[src/rtl/bp_fe_realigner.sv]
// Fetch realigner: turns word-aligned fetch data into whole RVC/RV32 instructions.
// It also carries the low half of a 32-bit instruction that straddles two fetch words.
package bp_fe_realigner_pkg;
  typedef enum logic [0:0] {
    e_bp_default_cfg = 1'b0
  } bp_params_e;

  localparam int instr_width_gp = 32;

  function automatic int vaddr_width_of(input bp_params_e cfg);
    case (cfg)
      e_bp_default_cfg: return 39;
      default:          return 39;
    endcase
  endfunction
endpackage

module bp_fe_realigner
  import bp_fe_realigner_pkg::*;
#(
  parameter bp_params_e bp_params_p = e_bp_default_cfg,
  localparam int vaddr_width_p = vaddr_width_of(bp_params_p)
) (
  input  logic                      clk_i,
  input  logic                      reset_n_i,
  input  logic                      flush_i,
  input  logic                      fetch_v_i,
  output logic                      fetch_ready_o,
  input  logic [vaddr_width_p-1:0]  fetch_pc_i,
  input  logic [instr_width_gp-1:0] fetch_data_i,
  output logic                      instr_v_o,
  input  logic                      instr_ready_i,
  output logic [instr_width_gp-1:0] instr_o,
  output logic [vaddr_width_p-1:0]  instr_pc_o,
  output logic                      instr_compressed_o
);

  logic [instr_width_gp-1:0] word_data;
  logic [vaddr_width_p-1:0]  word_base;
  logic                      word_v;
  logic                      word_p;
  logic [15:0]               leftover_data;
  logic [vaddr_width_p-1:0]  leftover_pc;
  logic                      leftover_v;

  logic [15:0] cur_half;
  logic        half_is_wide;
  logic        case_a, case_b, case_c, case_d;
  logic        instr_fire, consume, last_consumed, fetch_fire;
  logic [vaddr_width_p-1:0] half_pc;

  logic unused_pc_bit0;
  assign unused_pc_bit0 = fetch_pc_i[0];

  assign cur_half     = word_p ? word_data[31:16] : word_data[15:0];
  assign half_is_wide = (cur_half[1:0] == 2'b11);
  assign half_pc      = word_base + vaddr_width_p'({word_p, 1'b0});

  // Priority decode: a pending leftover always completes first.
  assign case_a = leftover_v;
  assign case_b = !leftover_v && !half_is_wide;
  assign case_c = !leftover_v && half_is_wide && !word_p;
  assign case_d = !leftover_v && half_is_wide && word_p;

  assign instr_v_o     = word_v && !flush_i && !case_d;
  assign instr_fire    = instr_v_o && instr_ready_i;
  // A straddling low half is parked in the leftover without waiting on the consumer.
  assign consume       = instr_fire || (word_v && case_d && !flush_i);
  assign last_consumed = consume && (word_p || case_c);
  assign fetch_ready_o = reset_n_i && !flush_i && (!word_v || last_consumed);
  assign fetch_fire    = fetch_v_i && fetch_ready_o;

  always_comb begin
    instr_o            = word_data;
    instr_pc_o         = word_base;
    instr_compressed_o = 1'b0;
    if (case_a) begin
      instr_o    = {cur_half, leftover_data};
      instr_pc_o = leftover_pc;
    end else if (case_b) begin
      instr_o            = {16'h0000, cur_half};
      instr_pc_o         = half_pc;
      instr_compressed_o = 1'b1;
    end
  end

  always_ff @(posedge clk_i or negedge reset_n_i) begin
    if (!reset_n_i) begin
      word_v     <= 1'b0;
      word_p     <= 1'b0;
      leftover_v <= 1'b0;
    end else if (flush_i) begin
      word_v     <= 1'b0;
      word_p     <= 1'b0;
      leftover_v <= 1'b0;
    end else begin
      if (consume && case_a) leftover_v <= 1'b0;
      if (consume && case_d) leftover_v <= 1'b1;
      if (fetch_fire) begin
        word_v <= 1'b1;
        word_p <= fetch_pc_i[1];
      end else if (consume) begin
        if (!word_p && !case_c) word_p <= 1'b1;
        else                    word_v <= 1'b0;
      end
    end
  end

  // Payload registers carry no reset; the valid bits above qualify them.
  always_ff @(posedge clk_i) begin
    if (fetch_fire) begin
      word_data <= fetch_data_i;
      word_base <= {fetch_pc_i[vaddr_width_p-1:2], 2'b00};
    end
    if (consume && case_d) begin
      leftover_data <= cur_half;
      leftover_pc   <= half_pc;
    end
  end

endmodule

[config.mk]
export PLATFORM = sky130hd
export DESIGN_NAME = bp_fe_realigner
export DESIGN_NICKNAME = d
export VERILOG_FILES = /design/src/rtl/bp_fe_realigner.sv
export SDC_FILE = /design/constraint.sdc
export NUM_CORES = 1
export LEC_CHECK = 0
export BUFFER_PORTS_ARGS = -buffer_cell sky130_fd_sc_hd__buf_2
export CAP_MARGIN = 20
export CORE_ASPECT_RATIO = 0.8
export CORE_MARGIN = 2
export CORE_UTILIZATION = 56
export DETAILED_ROUTE_END_ITERATION = 10
export GPL_TIMING_DRIVEN = 0
export PLACE_DENSITY_LB_ADDON = 0.3
export SLEW_MARGIN = 10
export SYNTH_ARGS = -nofsm -noshare
export SYNTH_HDL_FRONTEND = slang
export SYNTH_SLANG_ARGS = --single-unit
[constraint.sdc]
create_clock -name clk_i -period 19.4 [get_ports clk_i]
set_clock_uncertainty 0.05 [all_clocks]
set_input_delay 3.88 -clock clk_i [delete_from_list [all_inputs] [get_ports clk_i]]
set_output_delay 3.88 -clock clk_i [all_outputs]
set_load 0.1 [all_outputs]
==> results of run 1 <==
-- logic make-up (layout without fill, tap and decap cells) --
kind of cell / after synthesis / in the layout / synth area share
buffers and inverters: 26 / 212 / 0.02485
muxes: 53 / 53 / 0.1135
DFF: 126 / 126 / 0.7197
other: 1 / 1 / 0.0007162
and+or+nand+nor: 66 / 66 / 0.06213
AOI/OAI and AO/OA: 71 / 71 / 0.07909
-- metrics by stage --
stage          setup slack (ns)  instance area, um2
6_report                  10.49                6769
3_3_place_gp              7.741                6116
2_1_floorplan             9.128                5236
5_1_grt                   10.45                6769
3_5_place_dp              10.54                6197
4_1_cts                   10.52                6769
-- worst max-delay path, delay by kind of cell --
family                 cells  cell delay [ns]
buffers and inverters      2             0.58
and+or+nand+nor            2             0.28
AOI/OAI and AO/OA          1             0.23
-- cell usage in the layout, fill, tap and decap left out, types with 2 or more instances in the layout --
cell,netlist,routed
nand3b_1,3,3
nor3_1,16,15
clkbuf_16,0,17
edfxtp_1,123,123
nor2_1,5,4
clkbuf_1,6,6
o31ai_1,15,15
buf_4,3,8
inv_6,0,2
clkinvlp_4,0,4
buf_2,11,158
bufinv_16,0,2
a22oi_1,2,2
mux2_2,51,51
o21ai_0,31,31
nor2b_1,2,2
mux2i_1,2,2
buf_1,2,2
dfrtp_1,3,3
inv_1,3,3
clkinv_2,0,2
clkinv_4,0,2
buf_6,1,2
a21oi_1,17,17
nand2_1,33,33
clkinv_1,0,3
-- path summary, 6_finish.rpt --
kind	start	endpoint	slack (ns)	depth (start not counted)
worst max register to register	word_p	word_base[23]	16.71	7
worst max-delay path	instr_ready_i	fetch_ready_o	10.49	5
worst min register to register	word_base[14]	leftover_pc[14]	0.39	0
max in group asynchronous	reset_n_i	word_v	15.95	1
worst min-delay path	word_base[14]	leftover_pc[14]	0.39	0
min in group asynchronous	reset_n_i	word_p	3.22	1
-- power by group through the flow --
stage	clock [uW]	combinational [uW]	sequential [uW]
after floorplan	0	81.8	313
after global placement	0	100	314
after detailed placement	0	103	313
after CTS	310	103	308
after global routing	322	107	308
final	306	103	308
-- per-layer routing --
layer	vias to the layer above	share of wire	wire, um
met3	12	0.10	1205
met4	0	0.013	153
met1	1740	0.41	4899
met5	-	0	0
li1	1667	-	-
met2	179	0.48	5742
-- cell type report --
| cell class | count | area [um2] | area share |
|---|---|---|---|
| inverters | 3 | 11.26 | 0.001664 |
| well taps | 115 | 143.9 | 0.02126 |
| flip-flops and latches | 126 | 3769 | 0.5567 |
| plain buffers | 23 | 118.9 | 0.01756 |
| multi-input cells | 191 | 1350 | 0.1994 |
| clock buffers | 17 | 425.4 | 0.06285 |
| repair buffers | 154 | 804.5 | 0.1189 |
| clock inverters | 15 | 146.4 | 0.02163 |
-- sequential cells by signal, summed over array words and instances (netlist names) --
register / cells
word_v: 1
leftover_pc: 38
word_p: 1
word_data: 32
word_base: 37
leftover_data: 16
case_a: 1
==> flow_metrics.tcl, run 1 <==
set metrics [dict create \
    fmax_mhz 112.3 \
    timing.hold.ws_ns 0.3902 \
    powerDensity_mw_per_mm2 105.9 \
    ant_nets 0 \
    crit_path_frequent_cell "buf_2" \
    setup_viol 0 \
    max-cap-violations 0 \
    endpoint_kind "output pin" \
    cts_root_buffer "clkbuf_16" \
    die_h_um 90.49 \
    ys_types 33 \
    critical_path_peak_fanout 4 \
    fin_crit_sh 0.4591 \
    antenna_found_initial 0 \
    die_x_um 112.1 \
    drtIter0Drc 245 \
    drive_gt1_frac 0.4764 \
    status "finished, final reports clean" \
    clk_path_buf_depth 2 \
    fin_crit_ns 8.907 \
    syn2layout_area_growth_pct 29.27 \
    hold_buffers 0 \
    antenna_cells 0 \
    rsz0062_at_grt "no" \
    dieArea_mm2 0.01014 \
    ys_ff_latch 126 \
    fin_util 0.7458 \
    hold_violations 0 \
    comb_power_share 0.144 \
    coreArea_mm2 0.009076 \
    synth_seq_area_share 0.7197 \
    grt_util_met1 0.3168 \
    tightest_slew_ns 0.8817 \
    clock_latency_ns 0.41 \
    yosysWarnings 0 \
    num_vias 3598 \
    p_sw_frac 0.2828 \
    hpwlAfterDp_um 8174 \
    avgRoutedWirePerCell_um 18.63 \
    grt_pass1_wl_um 18600 \
    p_int_uw 514.2 \
    synth_edf_count 123 \
    ys.flop_type "edfxtp_1" \
    h-tree-depth 4 \
    yosys-top-cells-count "123 x edfxtp_1, 51 x mux2_2, 33 x nand2_1, 31 x o21ai_0, 17 x a21oi_1" \
    drv_slew 0 \
    syn_nets 419 \
    postCtsSetupRepairBufs 0 \
    grtUsageMet2 0.3700 \
    grt.busiest_layer "met2" \
    final_cells 644 \
    syn_area_per_cell_um2 15.27 \
    async_flop_share 0.02381 \
    power.switching_uw 202.7 \
    place_congestion 0.7683 \
    synthMostInstantiatedCell "edfxtp_1" \
    synth_top_area_share 0.7054 \
    vdd_ir_drop_max_v 0.0001046 \
    drc 0 \
    grt_max_degree 29 \
    path_class "in2out" \
    grt.total_usage 0.2433 \
    cts_tree "done" \
    clock_sinks 126 \
    start_util 0.5769 \
    pwr-share-clk 0.427 \
    path_cells "buf_2, nor2b_1, a22o_1, nor3b_1, buf_2" \
    hp-class "reg2reg" \
    slew_headroom 0.4108 \
    clkTransAtPathRegs_ns 0.06 \
    synth_area_leaders "edfxtp_1 71%, mux2_2 11%, o21ai_0 3.0%" \
    numPortBuffers 147 \
    max_stage_delay_ns 0.47 \
    leakagePower_uw 0.002569 \
    syn_inst 343 \
    post_cts_resized 0 \
    fin_setup_tns_ns 0 \
    row_count 31 \
    fill_cells 572 \
    gr-total-overflow 0 \
    worstPathRequired_ns 15.47 \
    cts_buffers 17 \
    drt-pass1-iter-count 5 \
    synth_top_area_cell "edfxtp_1" \
    total_power_uw 716.9 \
    routed_wl_um 12000 \
    cp-start-kind "input port" \
    io_pins 150 \
    viasPerCell 5.587 \
    nets 592 \
    slowest_stage "buf_2" \
    use_met3 0.1027 \
    pwr-share-seq 0.429 \
    syn_area_mm2 0.005236 \
    arrival_ns 4.98 \
    dp.cells 612 \
    grt_pass1_vias 3610 \
]
No activity file was read; power rests on OpenSTA's default activity.
==> inputs of run 2 (changes only) <==
--- a/config.mk
+++ b/config.mk
@@ -9,7 +9,7 @@
 export CAP_MARGIN = 20
 export CORE_ASPECT_RATIO = 0.8
 export CORE_MARGIN = 2
-export CORE_UTILIZATION = 56
+export CORE_UTILIZATION = 47
 export DETAILED_ROUTE_END_ITERATION = 10
 export GPL_TIMING_DRIVEN = 0
 export PLACE_DENSITY_LB_ADDON = 0.3
==> constraint.sdc (replaced) <==
create_clock -name clk_i -period 7.9 [get_ports clk_i]
set_clock_uncertainty 0.05 [all_clocks]
set_input_delay 1.58 -clock clk_i [delete_from_list [all_inputs] [get_ports clk_i]]
set_output_delay 1.58 -clock clk_i [all_outputs]
set_load 0.1 [all_outputs]
==> flow_metrics.tcl, run 2 (synthesis results as in run 1) <==
set metrics [dict create \
    status "finished, final reports clean" \
    placed_cell_area_mm2 0.006233 \
    grt_pass1_wl_um 17700 \
    worstPathRequired_ns 6.27 \
    path_class "reg2out" \
    pre_cts_slack_ns 3.666 \
    mostFrequentLayoutCell "buf_2" \
    antenna_found_initial 1 \
    fin_setup_tns_ns 0 \
    grt.total_usage 0.1991 \
    gr-total-overflow 0 \
    die_h_um 98.41 \
    slew_headroom 0.4631 \
    ant_nets 0 \
    hp-class "reg2reg" \
    fin_crit_ns 4.290 \
    min_to "leftover_pc[9]" \
    critPathTopFamily "buffers and inverters" \
    drive_gt1_frac 0.4764 \
    syn2layout_area_growth_pct 30.01 \
    hp-start "word_base[9]" \
    cts_tree "done" \
    r2r_end "word_base[26]" \
    fmax_mhz 233.1 \
    max-cap-violations 0 \
    io_pins 150 \
    hold_violations 0 \
    multi_input_area_mm2 0.001350 \
    cts_root_buffer "clkbuf_16" \
    drc 0 \
    num_vias 3563 \
    drt-pass1-iter-count 4 \
    path_cells "nand3_1, clkbuf_1, a21oi_1, o31ai_1, buf_2" \
    fin_crit_sh 0.5430 \
    row_count 34 \
    numPortBuffers 147 \
    coreArea_mm2 0.01085 \
    tightest_slew_ns 0.8035 \
    hpwlAfterDp_um 8205 \
    fin_area_mm2 0.006808 \
    hold_buffers 0 \
    start_util 0.4827 \
    cp-start-kind "flop" \
    postCtsSetupRepairBufs 0 \
    drtIter0Drc 216 \
    routed_wl_um 11910 \
    grt_pass1_vias 3536 \
    post_cts_resized 0 \
    arrival_ns 2.66 \
    critPathBufInv 2 \
    grt_max_degree 30 \
    rsz0062_at_grt "no" \
    clock_sinks 126 \
    r2r_cells 8 \
    r2r_start "word_p" \
    seqCellArea_mm2 0.003769 \
    regMostFlops "leftover_pc" \
    nets 592 \
    clkTransAtPathRegs_ns 0.06 \
    dieArea_mm2 0.01201 \
    powerDensity_mw_per_mm2 258.4 \
    setup_viol 0 \
    clock_latency_ns 0.41 \
    r2r_slack_ns 4.81 \
    clk_path_buf_depth 2 \
    avgRoutedWirePerCell_um 17.66 \
    drv_slew 0 \
    whs_path_depth 0 \
    slowest_stage "clkbuf_1" \
    fin_ws_ns 3.610 \
    critical_path_peak_fanout 10 \
    endpoint_kind "output pin" \
    fin_util 0.6276 \
    vdd_ir_drop_max_v 0.0001499 \
    largest_register_ffs 38 \
    viasPerCell 5.286 \
    final_cell_mix "158 x buf_2, 123 x edfxtp_1, 51 x mux2_2, 33 x nand2_1, 31 x o21ai_0" \
    reg_top3 "leftover_pc x38, word_base x37, word_data x32" \
    die_x_um 122.0 \
    fill_cells 847 \
    place_congestion 0.7795 \
    leakagePower_uw 0.002569 \
    cts_buffers 17 \
    h-tree-depth 4 \
    max_stage_delay_ns 0.51 \
]
[run 2: cell count changes in the layout (fill, tap and decap cells not counted)]
cell      delta
clkinv_4     +1
diode_2      +1
inv_6        -1
[run 2: worst max path at each step]
| stage | start | endpoint | cells after the start |
|---|---|---|---|
| floorplan | instr_ready_i | word_base[10] | 3 |
| global placement | instr_ready_i | word_base[24] | 4 |
| detailed placement | instr_ready_i | fetch_ready_o | 5 |
| CTS | instr_ready_i | fetch_ready_o | 5 |
| global route | word_data[16] | instr_o[11] | 5 |
| finish | word_data[16] | instr_o[11] | 5 |
[run 2: final cells by class]
cell class | count | area share
Clock buffer | 17 | 0.06249
Timing Repair Buffer | 154 | 0.1182
Antenna cell | 1 | 0.0003676
Sequential cell | 126 | 0.5536
Tap cell | 144 | 0.02647
Buffer | 23 | 0.01746
Clock inverter | 15 | 0.02150
Inverter | 3 | 0.001654
Multi-Input combinational cell | 191 | 0.1983
[run 2: metal layers]
metal  vias up  global-route usage  wire (um)
li1       1667                   -          -
met1      1703              0.2614       5102
met2       178              0.3038       5475
met3        15             0.06951       1189
met4         0             0.08134        138
met5         -                   0          0
[run 2: per-stage QoR]
step           std cells  hold WS [ns]  power, uW
3_5_place_dp         641        0.3805       1022
2_1_floorplan        343        0.3722      969.6
5_1_grt              673        0.4027       1806
6_report             674        0.3919       1759
4_1_cts              673        0.3940       1772
3_3_place_gp         634        0.3743       1019
[run 2: report_power, final]
group	switching (uW)	leakage, uW	internal, uW
Clock	289	0.000268	461
Combinational	200	0.00114	53.0
Sequential	7.20	0.00116	748
Total	496	0.00257	1260
==> inputs of run 3 (changes only) <==
--- a/config.mk
+++ b/config.mk
@@ -9,7 +9,7 @@
 export CAP_MARGIN = 20
 export CORE_ASPECT_RATIO = 0.8
 export CORE_MARGIN = 2
-export CORE_UTILIZATION = 47
+export CORE_UTILIZATION = 52
 export DETAILED_ROUTE_END_ITERATION = 10
 export GPL_TIMING_DRIVEN = 0
 export PLACE_DENSITY_LB_ADDON = 0.3
==> constraint.sdc (replaced) <==
create_clock -name clk_i -period 4.26 [get_ports clk_i]
set_clock_uncertainty 0.05 [all_clocks]
set_input_delay 0.852 -clock clk_i [delete_from_list [all_inputs] [get_ports clk_i]]
set_output_delay 0.852 -clock clk_i [all_outputs]
set_load 0.1 [all_outputs]
==> flow_metrics.tcl, run 3 (synthesis results as in run 1) <==
set metrics [dict create \
    status "finished, final reports clean" \
    drv_slew 0 \
    post_cts_resized 0 \
    grt_pass1_wl_um 18350 \
    timing.hold.ws_ns 0.1916 \
    clock_latency_ns 0.41 \
    slew_headroom 0.4126 \
    powerDensity_mw_per_mm2 478.0 \
    cts_tree "done" \
    arrival_ns 2.58 \
    dieArea_mm2 0.01089 \
    io_pins 150 \
    comb_power_share 0.146 \
    cts_root_buffer "clkbuf_16" \
    leakagePower_uw 0.002591 \
    numPortBuffers 147 \
    hpwlAfterDp_um 8110 \
    vdd_ir_drop_max_v 0.0003801 \
    largest_register_ffs 38 \
    multi_input_area_mm2 0.001356 \
    total_power_uw 3279 \
    worstPathRequired_ns 3.36 \
    p_sw_frac 0.2953 \
    syn2layout_area_growth_pct 31.02 \
    p_int_uw 2311 \
    hold_violations 0 \
    grt.total_usage 0.2317 \
    clock_sinks 126 \
    cp-start-kind "flop" \
    pwr-share-clk 0.427 \
    cts_buffers 17 \
    grt_pass1_vias 3539 \
    r2r_slack_ns 1.87 \
    seqCellArea_mm2 0.003769 \
    path_class "reg2out" \
    critical_path_peak_fanout 10 \
    fin_area_mm2 0.006860 \
    num_vias 3604 \
    r2r_cells 6 \
    nets 590 \
    ant_nets 0 \
    routed_wl_um 12120 \
    mostFrequentLayoutCell "buf_2" \
    drtIter0Drc 387 \
    antenna_found_initial 4 \
    clk_path_buf_depth 2 \
    die_x_um 116.2 \
    h-tree-depth 4 \
    drt-pass1-iter-count 5 \
    rsz0062_at_grt "no" \
    fin_crit_ns 3.484 \
    endpoint_kind "output pin" \
    tightest_slew_ns 0.8790 \
    fin_setup_tns_ns 0 \
    cp-startpoint "word_data[17]" \
    postCtsSetupRepairBufs 0 \
    power.switching_uw 968.3 \
    row_count 32 \
    start_util 0.5382 \
    hp-class "in2async" \
    reg_top3 "leftover_pc x38, word_base x37, word_data x32" \
    crit_end "instr_o[12]" \
    final_cells 665 \
    placed_cell_area_mm2 0.006279 \
    gr-total-overflow 0 \
    place_congestion 0.7901 \
    regMostFlops "leftover_pc" \
    fill_cells 659 \
    r2r_end "word_base[14]" \
    r2r_start "case_a" \
    drc 0 \
    fin_crit_sh 0.8179 \
    die_h_um 93.76 \
    dp.cells 631 \
    coreArea_mm2 0.009729 \
    setup_viol 0 \
    drive_gt1_frac 0.4782 \
    viasPerCell 5.420 \
    avgRoutedWirePerCell_um 18.22 \
    grt_max_degree 30 \
    pwr-share-seq 0.427 \
    final_cell_mix "158 x buf_2, 123 x edfxtp_1, 51 x mux2_2, 33 x nand2_1, 31 x o21ai_0" \
    clkTransAtPathRegs_ns 0.06 \
    fmax_mhz 287.0 \
    max-cap-violations 0 \
    hold_buffers 0 \
]
run 3: changes by cell type in the layout (fill, tap and decap cells not counted), sizes merged:
cell | previous run | this run
bufinv | 2 | 1
inv | 4 | 10
diode | 1 | 2
clkinv | 8 | 6
clkinvlp | 4 | 1
buf | 171 | 169
run 3: final cells by class:
| cell class | count | area share |
|---|---|---|
| diodes | 2 | 0.0007295 |
| plain buffers | 23 | 0.01733 |
| clock inverters | 15 | 0.02207 |
| well taps | 136 | 0.02480 |
| inverters | 3 | 0.001641 |
| repair buffers | 152 | 0.1244 |
| flip-flops and latches | 126 | 0.5493 |
| clock buffers | 17 | 0.06201 |
| multi-input cells | 191 | 0.1977 |
run 3: layer usage:
layer  GRT usage  vias up  wire length [um]
li1            -     1669                 -
met1      0.2855     1749              4967
met2      0.3723      172              5824
met3     0.08903       14              1183
met4     0.08730        0               141
met5           0        -                 0
run 3: worst min path at each step:
stage,start,to,slack [ns],cells past startpoint
floorplan,word_base[10],leftover_pc[10],0.37,0
global placement,word_base[33],leftover_pc[33],0.37,0
detailed placement,word_base[18],leftover_pc[18],0.38,0
CTS,reset_n_i,word_v,0.18,1
global route,reset_n_i,word_p,0.18,1
finish,reset_n_i,word_v,0.19,1
run 3: worst max-delay path, stage by stage (launching register included):
cell,delay [ns]
edfxtp_1,0.51
nand3_1,0.25
clkbuf_1,0.45
a21oi_1,0.14
o31ai_1,0.33
buf_2,0.49
run 3: power by group through the flow:
stage	Sequential (uW)	Clock (uW)	Combinational (uW)
2_1_floorplan	1420	0	374
3_3_place_gp	1430	0	460
3_5_place_dp	1430	0	475
4_1_cts	1400	1430	478
5_1_grt	1400	1480	496
6_report	1400	1400	478
run 3: metrics by stage:
step	worst slack, ns	util
floorplan	-0.001314	-
finish	0.7756	0.7051
global placement	-0.8702	0.6325
global route	0.6095	0.7051
CTS	0.7789	0.7046
detailed placement	1.231	0.6453
